`config.mk`:
```
export PLATFORM = sky130hd
export DESIGN_NAME = vote_tally
export DESIGN_NICKNAME = d
export VERILOG_FILES = /design/src/rtl/vote_tally.sv
export SDC_FILE = /design/constraint.sdc
export NUM_CORES = 1
export LEC_CHECK = 0
export BUFFER_PORTS_ARGS = -buffer_cell sky130_fd_sc_hd__buf_2
export CORE_ASPECT_RATIO = 0.75
export CORE_MARGIN = 10
export CORE_UTILIZATION = 60
export DETAILED_ROUTE_END_ITERATION = 16
export HOLD_SLACK_MARGIN = 0.1
export PLACE_DENSITY = 0.83
export SLEW_MARGIN = 20
export SYNTH_ARGS = -nofsm -noshare
export SYNTH_HDL_FRONTEND = slang
export SYNTH_SLANG_ARGS = --single-unit
```
`constraint.sdc`:
```
create_clock -name CLK -period 8.1 [get_ports CLK]
set_clock_uncertainty 0.2 [all_clocks]
set_input_delay 1.62 -clock CLK [delete_from_list [all_inputs] [get_ports CLK]]
set_output_delay 1.62 -clock CLK [all_outputs]
set_load 0.03 [all_outputs]
```
`src/rtl/vote_tally.sv`:
```
// vote_tally: single-booth voting controller with saturating per-candidate tallies and a leader index.
// Define VOTE_DEBOUNCE_EN to pass cand_btn/cast through a DBNC_CYC-sample debounce filter instead of one flop.
module vote_tally #(
  parameter int NUM_CAND = 4,
  parameter int CNT_W    = 8,
  parameter int DBNC_CYC = 4
) (
  input  logic                      CLK,
  input  logic                      RST,
  input  logic                      voter_en,
  input  logic [NUM_CAND-1:0]       cand_btn,
  input  logic                      cast,
  input  logic                      close_poll,
  output logic                      busy,
  output logic                      vote_ack,
  output logic                      err,
  output logic [NUM_CAND*CNT_W-1:0] tally,
  output logic [2:0]                winner,
  output logic                      poll_closed
);

  if (NUM_CAND < 2 || NUM_CAND > 8 || CNT_W < 1 || DBNC_CYC < 1) begin : g_param_check
    $error("vote_tally: parameter out of range");
  end

  localparam int IN_W = NUM_CAND + 1;

  logic [IN_W-1:0] raw_in;
  logic [IN_W-1:0] filt;

  assign raw_in = {cast, cand_btn};

`ifdef VOTE_DEBOUNCE_EN
  localparam int DC_W = (DBNC_CYC < 2) ? 1 : $clog2(DBNC_CYC);

  logic [DC_W-1:0] stab_cnt [IN_W];

  // A bit's filtered value follows the raw input only after DBNC_CYC consecutive differing samples.
  always_ff @(posedge CLK) begin
    if (RST) begin
      filt <= '0;
      for (int unsigned i = 0; i < IN_W; i++) stab_cnt[i] <= '0;
    end else begin
      for (int unsigned i = 0; i < IN_W; i++) begin
        if (raw_in[i] == filt[i]) begin
          stab_cnt[i] <= '0;
        end else if (stab_cnt[i] == DC_W'(DBNC_CYC - 1)) begin
          filt[i]     <= raw_in[i];
          stab_cnt[i] <= '0;
        end else begin
          stab_cnt[i] <= stab_cnt[i] + DC_W'(1);
        end
      end
    end
  end
`else
  always_ff @(posedge CLK) begin
    if (RST) filt <= '0;
    else     filt <= raw_in;
  end
`endif

  logic                cast_f;
  logic                cast_prev;
  logic                cast_rise;
  logic [NUM_CAND-1:0] btn_f;

  assign cast_f = filt[IN_W-1];
  assign btn_f  = filt[NUM_CAND-1:0];

  // One press of cast is one request, however long it is held.
  always_ff @(posedge CLK) begin
    if (RST) cast_prev <= 1'b0;
    else     cast_prev <= cast_f;
  end

  assign cast_rise = cast_f & ~cast_prev;

  logic [3:0] btn_cnt;
  logic [2:0] btn_idx;
  logic       btn_one;

  always_comb begin
    btn_cnt = '0;
    btn_idx = '0;
    for (int unsigned i = 0; i < NUM_CAND; i++) begin
      if (btn_f[i]) begin
        btn_cnt = btn_cnt + 4'd1;
        btn_idx = 3'(i);
      end
    end
  end

  assign btn_one = (btn_cnt == 4'd1);

  logic [CNT_W-1:0] cnt [NUM_CAND];

  for (genvar g = 0; g < NUM_CAND; g++) begin : g_tally
    assign tally[g*CNT_W +: CNT_W] = cnt[g];
  end

  // Strict comparison keeps the lowest index on ties.
  logic [CNT_W-1:0] best;

  always_comb begin
    winner = '0;
    best   = cnt[0];
    for (int unsigned i = 1; i < NUM_CAND; i++) begin
      if (cnt[i] > best) begin
        best   = cnt[i];
        winner = 3'(i);
      end
    end
  end

  typedef enum logic [2:0] {IDLE, SELECT, COMMIT, WAIT_REL, CLOSED} state_t;

  state_t     state;
  logic [2:0] sel_idx;
  logic       close_lat;

  always_ff @(posedge CLK) begin
    if (RST) begin
      state       <= IDLE;
      sel_idx     <= '0;
      close_lat   <= 1'b0;
      busy        <= 1'b0;
      vote_ack    <= 1'b0;
      err         <= 1'b0;
      poll_closed <= 1'b0;
      for (int unsigned i = 0; i < NUM_CAND; i++) cnt[i] <= '0;
    end else begin
      vote_ack <= 1'b0;
      err      <= 1'b0;
      unique case (state)
        IDLE: begin
          if (close_poll) begin
            state       <= CLOSED;
            poll_closed <= 1'b1;
          end else if (voter_en) begin
            state <= SELECT;
            busy  <= 1'b1;
          end
        end
        SELECT: begin
          // A valid cast wins over a simultaneous close; the close is carried through COMMIT.
          if (cast_rise && btn_one) begin
            state     <= COMMIT;
            sel_idx   <= btn_idx;
            close_lat <= close_poll;
          end else if (close_poll) begin
            state       <= CLOSED;
            busy        <= 1'b0;
            poll_closed <= 1'b1;
          end else if (cast_rise) begin
            err <= 1'b1;
          end
        end
        COMMIT: begin
          for (int unsigned i = 0; i < NUM_CAND; i++) begin
            if (sel_idx == 3'(i) && cnt[i] != '1) cnt[i] <= cnt[i] + CNT_W'(1);
          end
          vote_ack <= 1'b1;
          if (close_lat || close_poll) begin
            state       <= CLOSED;
            busy        <= 1'b0;
            poll_closed <= 1'b1;
          end else begin
            state <= WAIT_REL;
          end
          close_lat <= 1'b0;
        end
        WAIT_REL: begin
          if (close_poll) begin
            state       <= CLOSED;
            busy        <= 1'b0;
            poll_closed <= 1'b1;
          end else if (!voter_en) begin
            state <= IDLE;
            busy  <= 1'b0;
          end
        end
        CLOSED: begin
          state <= CLOSED;
        end
        default: begin
          state <= IDLE;
          busy  <= 1'b0;
        end
      endcase
    end
  end

endmodule

```
== Word level (Yosys, flattened, before mapping) ==
Memory sizes are Yosys's and may differ from the RTL's.
Cells that the tools add are included.

* Memories kept: 1
* Bits in registers: 17
* Word-level logic and storage cells: 124
* Input bits: 9
* RAM bits: 32

{| class="wikitable"
|+ Memory list
! name !! words !! width !! rd ports !! clocked after Yosys merged registers in !! write ports !! line !! source
|-
| cnt || 4 || 8 || 4 || 0 || 4 || 96 || <nowiki>logic [CNT_W-1:0] cnt [NUM_CAND];</nowiki>
|}

* Bitwise gates (word level): 8
* Add/subtract/negate cells: 7
* Reduce and logical (&&, ||, !) cells: 17
* Multiplexer cells: 58
* Eq/ne operators: 21
* Order comparisons: 3

{| class="wikitable"
|+ Operator list
! operator !! count
|-
| 2-to-1 mux 8 bit || 6
|-
| 2-to-1 mux 1 bit || 34
|-
| 2-to-1 mux 3 bit || 11
|-
| adder 8 x 1 -> 8 bit, second input constant || 4
|-
| inequality test 8 bit, second input constant || 4
|-
| greater-than comparator 8 bit || 3
|-
| one-hot mux 3 bit (5 select lines) || 1
|-
| adder 4 x 1 -> 4 bit, second input constant || 3
|-
| equality test 3 x 2 -> 1 bit, second input constant || 4
|-
| 2-to-1 mux 4 bit || 3
|-
| inequality test 2 bit, second input constant || 6
|-
| inequality test 3 bit, second input constant || 3
|-
| AND reduction 7 bit || 1
|-
| equality test 3 x 1 -> 1 bit, second input constant || 2
|-
| logical NOT 3 bit || 2
|-
| AND reduction 3 bit || 2
|-
| logical AND 1 bit || 5
|-
| one-hot mux 1 bit (5 select lines) || 1
|-
| equality test 4 x 1 -> 1 bit, second input constant || 1
|-
| bitwise OR 1 bit || 4
|-
| AND reduction 2 bit || 2
|-
| OR reduction 4 bit || 1
|-
| equality test 3 bit, second input constant || 1
|-
| NOT 1 bit || 3
|-
| 7 further kinds || 7
|}

== Depth between registers and ports, before layout ==
Gate-level depths: netlist of the first run.

* Word-level depth: 11
* Depth in mapped cells: 22
* Gate-level depth less buffers: 19

== Worst setup path after synthesis of the first run ==
OpenSTA, ideal clock, no wires.

* Kind: register to output
* Start point: memory cnt[0][5]
* End point: output winner[0]
* Slack: 1.705 ns
* Buffers on the path: 2
* Data required time: 6.280 ns
* Arrival time: 4.575 ns
* Cell stages (with the launch flop): 22
* Path through: edfxtp_1 inv_1 ha_1 a211o_1 a21oi_1 and3_1 clkbuf_1 o21ai_0 and2_1 ha_1 a21oi_1 nand2_1 a21oi_1 a21o_1 buf_2 a31o_2 ha_1 nor2b_1 o21a_1 o21ai_0 a211o_1 o311ai_1

{| class="wikitable"
|+ RTL lines
! item !! line !! source
|-
| from (decl) || 96 ||
|-
| to (decl) || 18 || <nowiki>output logic [2:0] winner,</nowiki>
|}

==> results of run 1 <==
==> flip-flops by register name, indices dropped and copies added, names as in the netlist, 2 cells and up <==
register,flops
cnt,32
state,3
filt,5
sel_idx,2
==> through the flow <==
step	cell area, um2	std cells	total power [mW]	hold slack (ns)
3_5_place_dp	3600	470	0.472	0.264
6_report	3750	478	0.682	0.279
4_1_cts	3750	478	0.683	0.279
3_3_place_gp	3600	470	0.465	0.252
5_1_grt	3750	478	0.713	0.285
2_1_floorplan	3340	364	0.428	0.239
==> layer usage <==
metal	global-route usage	up-vias	share of wire
li1	-	1398	-
met1	0.239	1322	0.47
met2	0.270	91	0.44
met3	0.0489	14	0.072
met4	0.0503	0	0.015
met5	0	-	0
==> power breakdown <==
part / leakage (nW) / switching (mW) / internal [mW]
clock network: 0.0747 / 0.0839 / 0.130
logic: 0.958 / 0.107 / 0.0686
registers: 0.463 / 0.0198 / 0.273
total: 1.50 / 0.211 / 0.472
==> worst paths after layout <==
check              end  slack (ns)  cells past startpoint
min          cast_prev        0.28                      1
max reg2reg  close_lat        5.10                     10
min reg2reg  cast_prev        0.28                      1
max          winner[0]        1.14                     20
==> cell usage in the layout, fill, tap and decap left out, types with 12 or more instances in the layout <==
cell type	count
sky130_fd_sc_hd__edfxtp_1	32
sky130_fd_sc_hd__dfxtp_1	16
sky130_fd_sc_hd__nand3_1	25
sky130_fd_sc_hd__xnor2_1	22
sky130_fd_sc_hd__buf_2	46
sky130_fd_sc_hd__nor2_1	46
sky130_fd_sc_hd__ha_1	31
sky130_fd_sc_hd__a211oi_1	12
sky130_fd_sc_hd__inv_1	26
sky130_fd_sc_hd__a21oi_1	12
sky130_fd_sc_hd__nand2_1	12
sky130_fd_sc_hd__nor2b_1	14
sky130_fd_sc_hd__o21ai_0	12
==> layout make-up <==
| type | count | area, um2 | area share |
|---|---|---|---|
| inverters | 27 | 101 | 0.0270 |
| multi-input cells | 274 | 1890 | 0.505 |
| clock buffers | 7 | 119 | 0.0317 |
| repair buffers | 46 | 230 | 0.0614 |
| well taps | 75 | 93.8 | 0.0250 |
| clock inverters | 1 | 30.0 | 0.00801 |
| flip-flops and latches | 48 | 1280 | 0.342 |
==> cells by family after synthesis <==
kind of cell,after synthesis
AO/OA/AOI/OAI,77
XOR/XNOR,26
adder cells (fa/ha/maj),31
other,1
flip-flops,48
AND/OR/NAND/NOR,138
buffers and inverters,42
multiplexers,1
==> summary by stage, run 1 <==
Clock tree
The count of hold-fix buffers inserted at cts is 0. The clock net in this run drives a total of between 40 and 50 sinks. The clock tree from TritonCTS is yes.

The clock edge transition at the registers on the reported setup and hold paths is about 0.090 ns. The clock passes through at most 2 buffers. In this run the clock root is driven by a sky130_fd_sc_hd__clkbuf_8. The number of resized instances in the post-cts repair step is 0. The number of clock buffers inserted by TritonCTS is 5. The clock latency of the later-clocked register in the worst-skew pair is ~0.30 ns. After clock tree synthesis, the setup repair step added 0 buffers. The number of levels the H-tree was split into is 2.

Critical path
The launching element of the worst setup path is cnt[0][5]. The type of the worst setup path is flop to output pin. Along the worst path, the maximum fanout reaches 10.

STA puts the critical path data required time at 6.28 ns. The cell occurring most often along the worst timing path is sky130_fd_sc_hd__a21oi_1. The data arrival time of the critical path is ~5 ns. For this design, the slowest cell found on the critical path is sky130_fd_sc_hd__a21oi_1. The critical path contains buffers and inverters numbering 2 combined. The reg-to-reg critical path startpoint is filt[1]. The longest individual stage delay on the worst path is 0.51 ns.

The sort of element at the end of the critical path is an output pin. The startpoint kind of the worst setup timing path is a flop. The kind of cell adding the most delay to the critical path is compound AO/OA/AOI/OAI gates. The critical path goes through inv_1 -> ha_1 -> a211o_1 -> a21oi_1 -> and3_1 -> o21ai_0 -> and2_1 -> ha_1 -> a21oi_1 -> nand2_1 -> a21oi_1 -> a21o_1 -> a31o_2 -> ha_1 -> a21o_1 -> a21oi_1 -> nor2b_1 -> o22ai_1 -> o311ai_1 -> buf_2.

Final layout
The final design utilization is 0.696. Of the cells placed in the final design, the portion with a size suffix greater than 1 is 0.164. Relative to the synthesized area, the layout overhead comes to 12.0%.

The number of diodes is 0. The number of fill cells is roughly 440. The post-layout net count is 442.

Drt
In the routed layout, each cell is associated on average with a via count of ~5.9. The first-pass detailed-route iteration total is 4. The first routing iteration left between 150 and 200 violations. The final layout contains routed wiring with a total length of 8.09 mm. In the final routed layout, each cell accounts on average for around 17 um. The residual DRC count is 0. Once detail routing completed, the nets flagged for antenna violations numbered 0.

The final route contains ~2.8k vias.

Logic synthesis
The library cell occupying the most area in the post-synthesis netlist is sky130_fd_sc_hd__edfxtp_1. By area, the combinational part of the netlist is dominated by simple AND/OR/NAND/NOR gates. After synthesis, the share of cell area in mux cells is 0.00449. The area of the mapped netlist is about 3300 um2. Yosys attributes the largest share of cell area to sky130_fd_sc_hd__edfxtp_1 (29%), sky130_fd_sc_hd__ha_1 (12%), sky130_fd_sc_hd__dfxtp_1 (9.6%). The most used flip-flop cell after synthesis is sky130_fd_sc_hd__edfxtp_1. The basic-gate share of the synthesized area counting and, or, nand and nor cells is 0.216. The count of flip-flops with a built-in enable after synthesis is 32. Counting every net in the synthesized netlist gives between 400 and 500. Yosys mapped the design onto 54 distinct sky130hd cell types.

Of the post-synthesis cell area, the dominant cell type holds 0.287. In the synthesized netlist the async set-or-reset flop fraction comes to 0. The average instance in the mapped netlist occupies roughly 9 um2. During synthesis, Yosys emitted a total of 0 warnings. The adder and majority gate portion of the synthesized area is 0.116. The complex-gate fraction of the synthesized area is 0.160.

The synthesized design contains between 40 and 50 register bits. After synthesis, the most frequently instantiated cells are sky130_fd_sc_hd__nor2_1 (46), sky130_fd_sc_hd__edfxtp_1 (32), sky130_fd_sc_hd__ha_1 (31). The portion of the post-synthesis area used by sequential elements is 0.383. Yosys instantiated no cell more often than sky130_fd_sc_hd__nor2_1.

Of the total synthesized cell area, the portion taken by XOR and XNOR cells is 0.0681. In the synthesized netlist, the number of instances is roughly 360.

Timing
Timing would allow up to around 0.14 GHz. The final number of hold-violating endpoints is 0. The routed design could run at a clock period as short as 6.96 ns. Setup repair after global routing left no endpoint under its margin. Dividing the final minimum period by the clock period gives 0.859. The slack of the critical path is about 1.1 ns.

The post-route setup TNS is 0 ns. The max-slew violation count is 0. Setup violations remaining at the end of the flow were counted as 0. Measured against its own limit, the worst slew margin works out to 0.517. For the pin with the worst max-slew slack, the measured transition is 0.719 ns.

Die
The site row count is 23. The die is roughly 110 um wide. The area of the die is around 9000 um2. The placeable core region is around 5400 um2. For this configuration, the core starts out at a cell density of 0.621. During I/O placement, the number of pins put on the boundary was between 40 and 50. The height of the chip is 84.7 um.

Power
In this run the static leakage power is ~1.5 nW. The power density over the cells is 182 nW/um2. The peak ir drop on the vdd network is between 0.1 and 0.15 mV.

Worst hold path
The worst hold path belongs to the class flop to flop. The startpoint of the worst hold path is filt[4].

Global routing
For this run, the total global-route usage over all layers was measured as 0.177. Entering global routing, the biggest net connects 17 pins. The initial antenna violation count is 0. The first global-routing pass estimated between 10 and 15 mm of wire. The number of global-route vias before repair is roughly 2.7k. The final global-route overflow total is 0.

Placed design
Detailed placement finished with a half-perimeter wire length of around 6.2 mm. Routability-driven placement finished with a final weighted congestion of 0.898. The count of buffers added on input and output ports is 46. Before CTS, the worst setup slack after placement is between 1.5 and 2 ns.

Flow run
The number of max-cap violations is 0.

Status
The run finished with clean final reports.
Note: power is estimated with default switching activity, not from simulation.
==> inputs of run 2 (changes only) <==
==> config.mk (replaced) <==
export PLATFORM = sky130hd
export DESIGN_NAME = vote_tally
export DESIGN_NICKNAME = d
export VERILOG_FILES = /design/src/rtl/vote_tally.sv
export SDC_FILE = /design/constraint.sdc
export NUM_CORES = 1
export LEC_CHECK = 0
export BUFFER_PORTS_ARGS = -buffer_cell sky130_fd_sc_hd__buf_4
export CORE_ASPECT_RATIO = 0.75
export CORE_MARGIN = 10
export CORE_UTILIZATION = 58
export CTS_CLUSTER_SIZE = 28
export DETAILED_ROUTE_END_ITERATION = 16
export HOLD_SLACK_MARGIN = 0.1
export PLACE_DENSITY = 0.81
export SLEW_MARGIN = 20
export SYNTH_ARGS = -nofsm -noshare
export SYNTH_HDL_FRONTEND = slang
export SYNTH_SLANG_ARGS = --single-unit
==> constraint.sdc (replaced) <==
create_clock -name CLK -period 7.2 [get_ports CLK]
set_clock_uncertainty 0.2 [all_clocks]
set_input_delay 1.44 -clock CLK [delete_from_list [all_inputs] [get_ports CLK]]
set_output_delay 1.44 -clock CLK [all_outputs]
set_load 0.03 [all_outputs]
==> run 2 against run 1 <==
Final area increased by 2.0%. Sequential share of layout area decreased by 0.67 points. Die area rose by 2.7%. Wire length rose by 2.1%. Non-clock buffer count is the same. First-iteration DRC count rose by 35%. Combinational power increased by 20%. Largest power group unchanged.
==> summary by stage, run 2 (synthesized netlist as in run 1, its figures left out) <==
Drt
The per-cell routed wire length came to 17.3 um (was 16.9 um). The number of nets with antenna violations after routing is 0 (unchanged). The sum of routed wire length over all layers is 8.26 mm (was 8.09 mm). The wire length on met1 is 3.72 mm (was 3.83 mm).

The total met3 wirelength after detailed routing was 732 um (was 580 um). The first-pass detailed-route iteration total is 5 (was 4). The number of vias per cell is 6.04 (was 5.91).

The met2 layer wire length in the routed design is 3.67 mm (was 3.56 mm). The count of vias placed by the detailed router was 2,886 (was 2,825). The highest layer used for signal routing is met4 (unchanged). The residual DRC count is 0 (unchanged). The violation count after the first detailed-routing iteration was 260 (was 192).

Critical path
The sort of element at the end of the critical path is an output pin (unchanged). The kind of cell adding the most delay to the critical path is compound AO/OA/AOI/OAI gates (unchanged). The startpoint kind of the worst setup timing path is a flop (unchanged). The data arrival time of the critical path is 5.12 ns (was 5.14 ns). The count of buffer and inverter cells on the critical path was 2 (unchanged). Cell breakdown of the critical path: inv_1 -> ha_1 -> a211o_1 -> a21oi_1 -> and3_1 -> o21ai_0 -> and2_1 -> ha_1 -> nor2b_1 -> o211ai_1 -> a21o_1 -> a21o_1 -> a31o_2 -> ha_1 -> a21o_1 -> a21oi_1 -> nor2b_1 -> o22ai_1 -> o311ai_1 -> buf_4 (was inv_1 -> ha_1 -> a211o_1 -> a21oi_1 -> and3_1 -> o21ai_0 -> and2_1 -> ha_1 -> a21oi_1 -> nand2_1 -> a21oi_1 -> a21o_1 -> a31o_2 -> ha_1 -> a21o_1 -> a21oi_1 -> nor2b_1 -> o22ai_1 -> o311ai_1 -> buf_2). The type of the worst setup path is flop to output pin (unchanged). The longest individual stage delay on the worst path is 0.46 ns (was 0.51 ns).

The data required time of the worst path was 5.56 ns (was 6.28 ns). The maximum fanout along the worst path came to 10 (unchanged). The cell with the largest stage delay on the worst path is sky130_fd_sc_hd__edfxtp_1 (was sky130_fd_sc_hd__a21oi_1).

Timing
The normalized max-slew margin is 0.284 (was 0.517). The slack of the critical path is 0.441 ns (was 1.14 ns). The post-route setup TNS is 0 ns (unchanged). Static timing analysis puts the maximum clock frequency at 0.148 GHz.

The max-slew violation count was 0 (unchanged). The final critical-path required period is 6.76 ns. The final number of setup-violating endpoints is 0 (unchanged). The transition at the pin with the smallest max-transition slack is 1.06 ns (was 0.719 ns). The post-route clock period utilization is 0.939. Setup repair after global routing missed its margin: no (unchanged).

The final number of hold-violating endpoints is 0 (unchanged).

Global routing
The final global-route overflow total is 0 (unchanged). The overall routing resource usage is 0.178 (was 0.177). The pin count of the biggest net entering global routing came to 17 (unchanged). The initial antenna violation count is 0 (unchanged). The global-route wire length before repair came to 13.5 mm (was 13.2 mm).

The number of global-route vias before repair is 2,775 (was 2,671).

Final layout
The layout overhead on the synthesized area is 14.3% (was 12.0%). The number of fill cells is 448 (was 437). Largest registers: cnt: 32 flops, filt: 5 flops, state: 3 flops (unchanged). The proportion of layout cells with a drive suffix above 1 is 0.166 (was 0.164). The flip-flop count of the largest register after layout came to 32 (unchanged).

The register containing the most flip-flops in the final layout is cnt (unchanged). The post-layout net count is 442 (unchanged). The number of diodes came to 0 (unchanged). Most used cells in the layout excluding fill and tap cells: sky130_fd_sc_hd__nor2_1 (46), sky130_fd_sc_hd__buf_4 (46), sky130_fd_sc_hd__edfxtp_1 (32), sky130_fd_sc_hd__ha_1 (31), sky130_fd_sc_hd__inv_1 (26) (was sky130_fd_sc_hd__nor2_1 (46), sky130_fd_sc_hd__buf_2 (46), sky130_fd_sc_hd__edfxtp_1 (32), sky130_fd_sc_hd__ha_1 (31), sky130_fd_sc_hd__inv_1 (26)). The summed area of non-filler cells in the final layout is 3820 um2 (was 3750 um2).

Placed design
The total of buffers placed on input and output ports was 46 (unchanged). The area of placed instances is 3710 um2 (was 3600 um2). The pre-CTS worst setup slack is 0.794 ns (was 1.56 ns). The placer congestion estimate was 0.966 (was 0.898). The detailed placement HPWL is 6.41 mm (was 6.20 mm).

Power
The power density over the cells is 190 nW/um2 (was 182 nW/um2). The portion of total power attributed to sequential cells was 0.455 (was 0.430). The internal cell power is 0.483 mW (was 0.472 mW). The peak ir drop on the vdd network was 0.123 mV (was 0.109 mV). The switching power is 0.243 mW (was 0.211 mW). The combinational cell fraction of total power came to 0.290 (was 0.258). The fraction of power spent switching nets came to 0.335 (was 0.309). The clock network power share is 0.254 (was 0.313). The static leakage power came to 1.50 nW (about the same).

Clock tree
The number of levels the H-tree was split into is 2 (unchanged). The count of hold-fix buffers inserted at cts is 0 (unchanged). The clock edge transition at the registers on the reported setup and hold paths is 0.09 ns (about the same).

The cell at the root of the clock tree is sky130_fd_sc_hd__clkbuf_8 (unchanged). The number of clock buffers inserted by TritonCTS is 5 (unchanged). The sink count of the clock tree is 48 (unchanged).

The deepest clock path buffer count is 2 (unchanged). The number of resized instances in the post-cts repair step is 0 (unchanged). The total setup buffers inserted after CTS is 0 (unchanged). The clock tree from TritonCTS is yes (unchanged). The clock latency of the later-clocked register in the worst-skew pair is 0.31 ns (was 0.30 ns).

Die
The height of the chip came to 85.8 um (was 84.7 um). The area of the die is 9240 um2 (was 8990 um2). The I/O pin count is 48 (unchanged). The site row count is 23 (unchanged).

The placeable core region came to 5470 um2 (was 5380 um2). The starting utilization of the core area came to 0.612 (was 0.621). The width of the chip is 108 um (was 106 um).

Worst hold path
The type of the worst min-delay path is flop to flop (unchanged).

Flow run
The number of max-cap violations is 0 (unchanged).

Status
Run status: complete, no violations (unchanged).
==> run 2: power groups by stage <==
stage / Clock (mW) / Combinational, mW / Sequential (mW)
2_1_floorplan: 0 / 0.136 / 0.346
3_3_place_gp: 0 / 0.198 / 0.336
3_5_place_dp: 0 / 0.205 / 0.336
4_1_cts: 0.184 / 0.208 / 0.330
5_1_grt: 0.196 / 0.232 / 0.333
6_report: 0.185 / 0.211 / 0.331
==> run 2: path summary, 6_finish.rpt <==
path / start / endpoint / slack (ns) / cells after the start
min reg2reg: filt[4] / cast_prev / 0.27 / 1
max: cnt[0][5] / winner[0] / 0.44 / 20
max reg2reg: filt[1] / close_lat / 4.21 / 10
min: filt[4] / cast_prev / 0.27 / 1
==> run 2: through the flow <==
stage,std cells,utilization,hold slack [ns],power [mW]
floorplan,364,-,0.239,0.482
global placement,470,0.679,0.251,0.534
detailed placement,470,0.679,0.258,0.542
CTS,478,0.698,0.271,0.722
global route,478,0.699,0.292,0.761
finish,478,0.699,0.271,0.726
==> run 2: layout make-up <==
| type | count | area [um2] | share of cell area |
|---|---|---|---|
| flip-flops and latches | 48 | 1280 | 0.335 |
| multi-input cells | 274 | 1900 | 0.496 |
| repair buffers | 46 | 345 | 0.0903 |
| well taps | 75 | 93.8 | 0.0245 |
| inverters | 27 | 101 | 0.0265 |
| clock buffers | 6 | 93.8 | 0.0245 |
| clock inverters | 2 | 11.3 | 0.00295 |
==> run 2: routing by layer <==
| layer | up-vias | track usage |
|---|---|---|
| met5 | - | 0 |
| met4 | 0 | 0.0654 |
| met3 | 20 | 0.0448 |
| met2 | 126 | 0.264 |
| met1 | 1350 | 0.243 |
| li1 | 1390 | - |
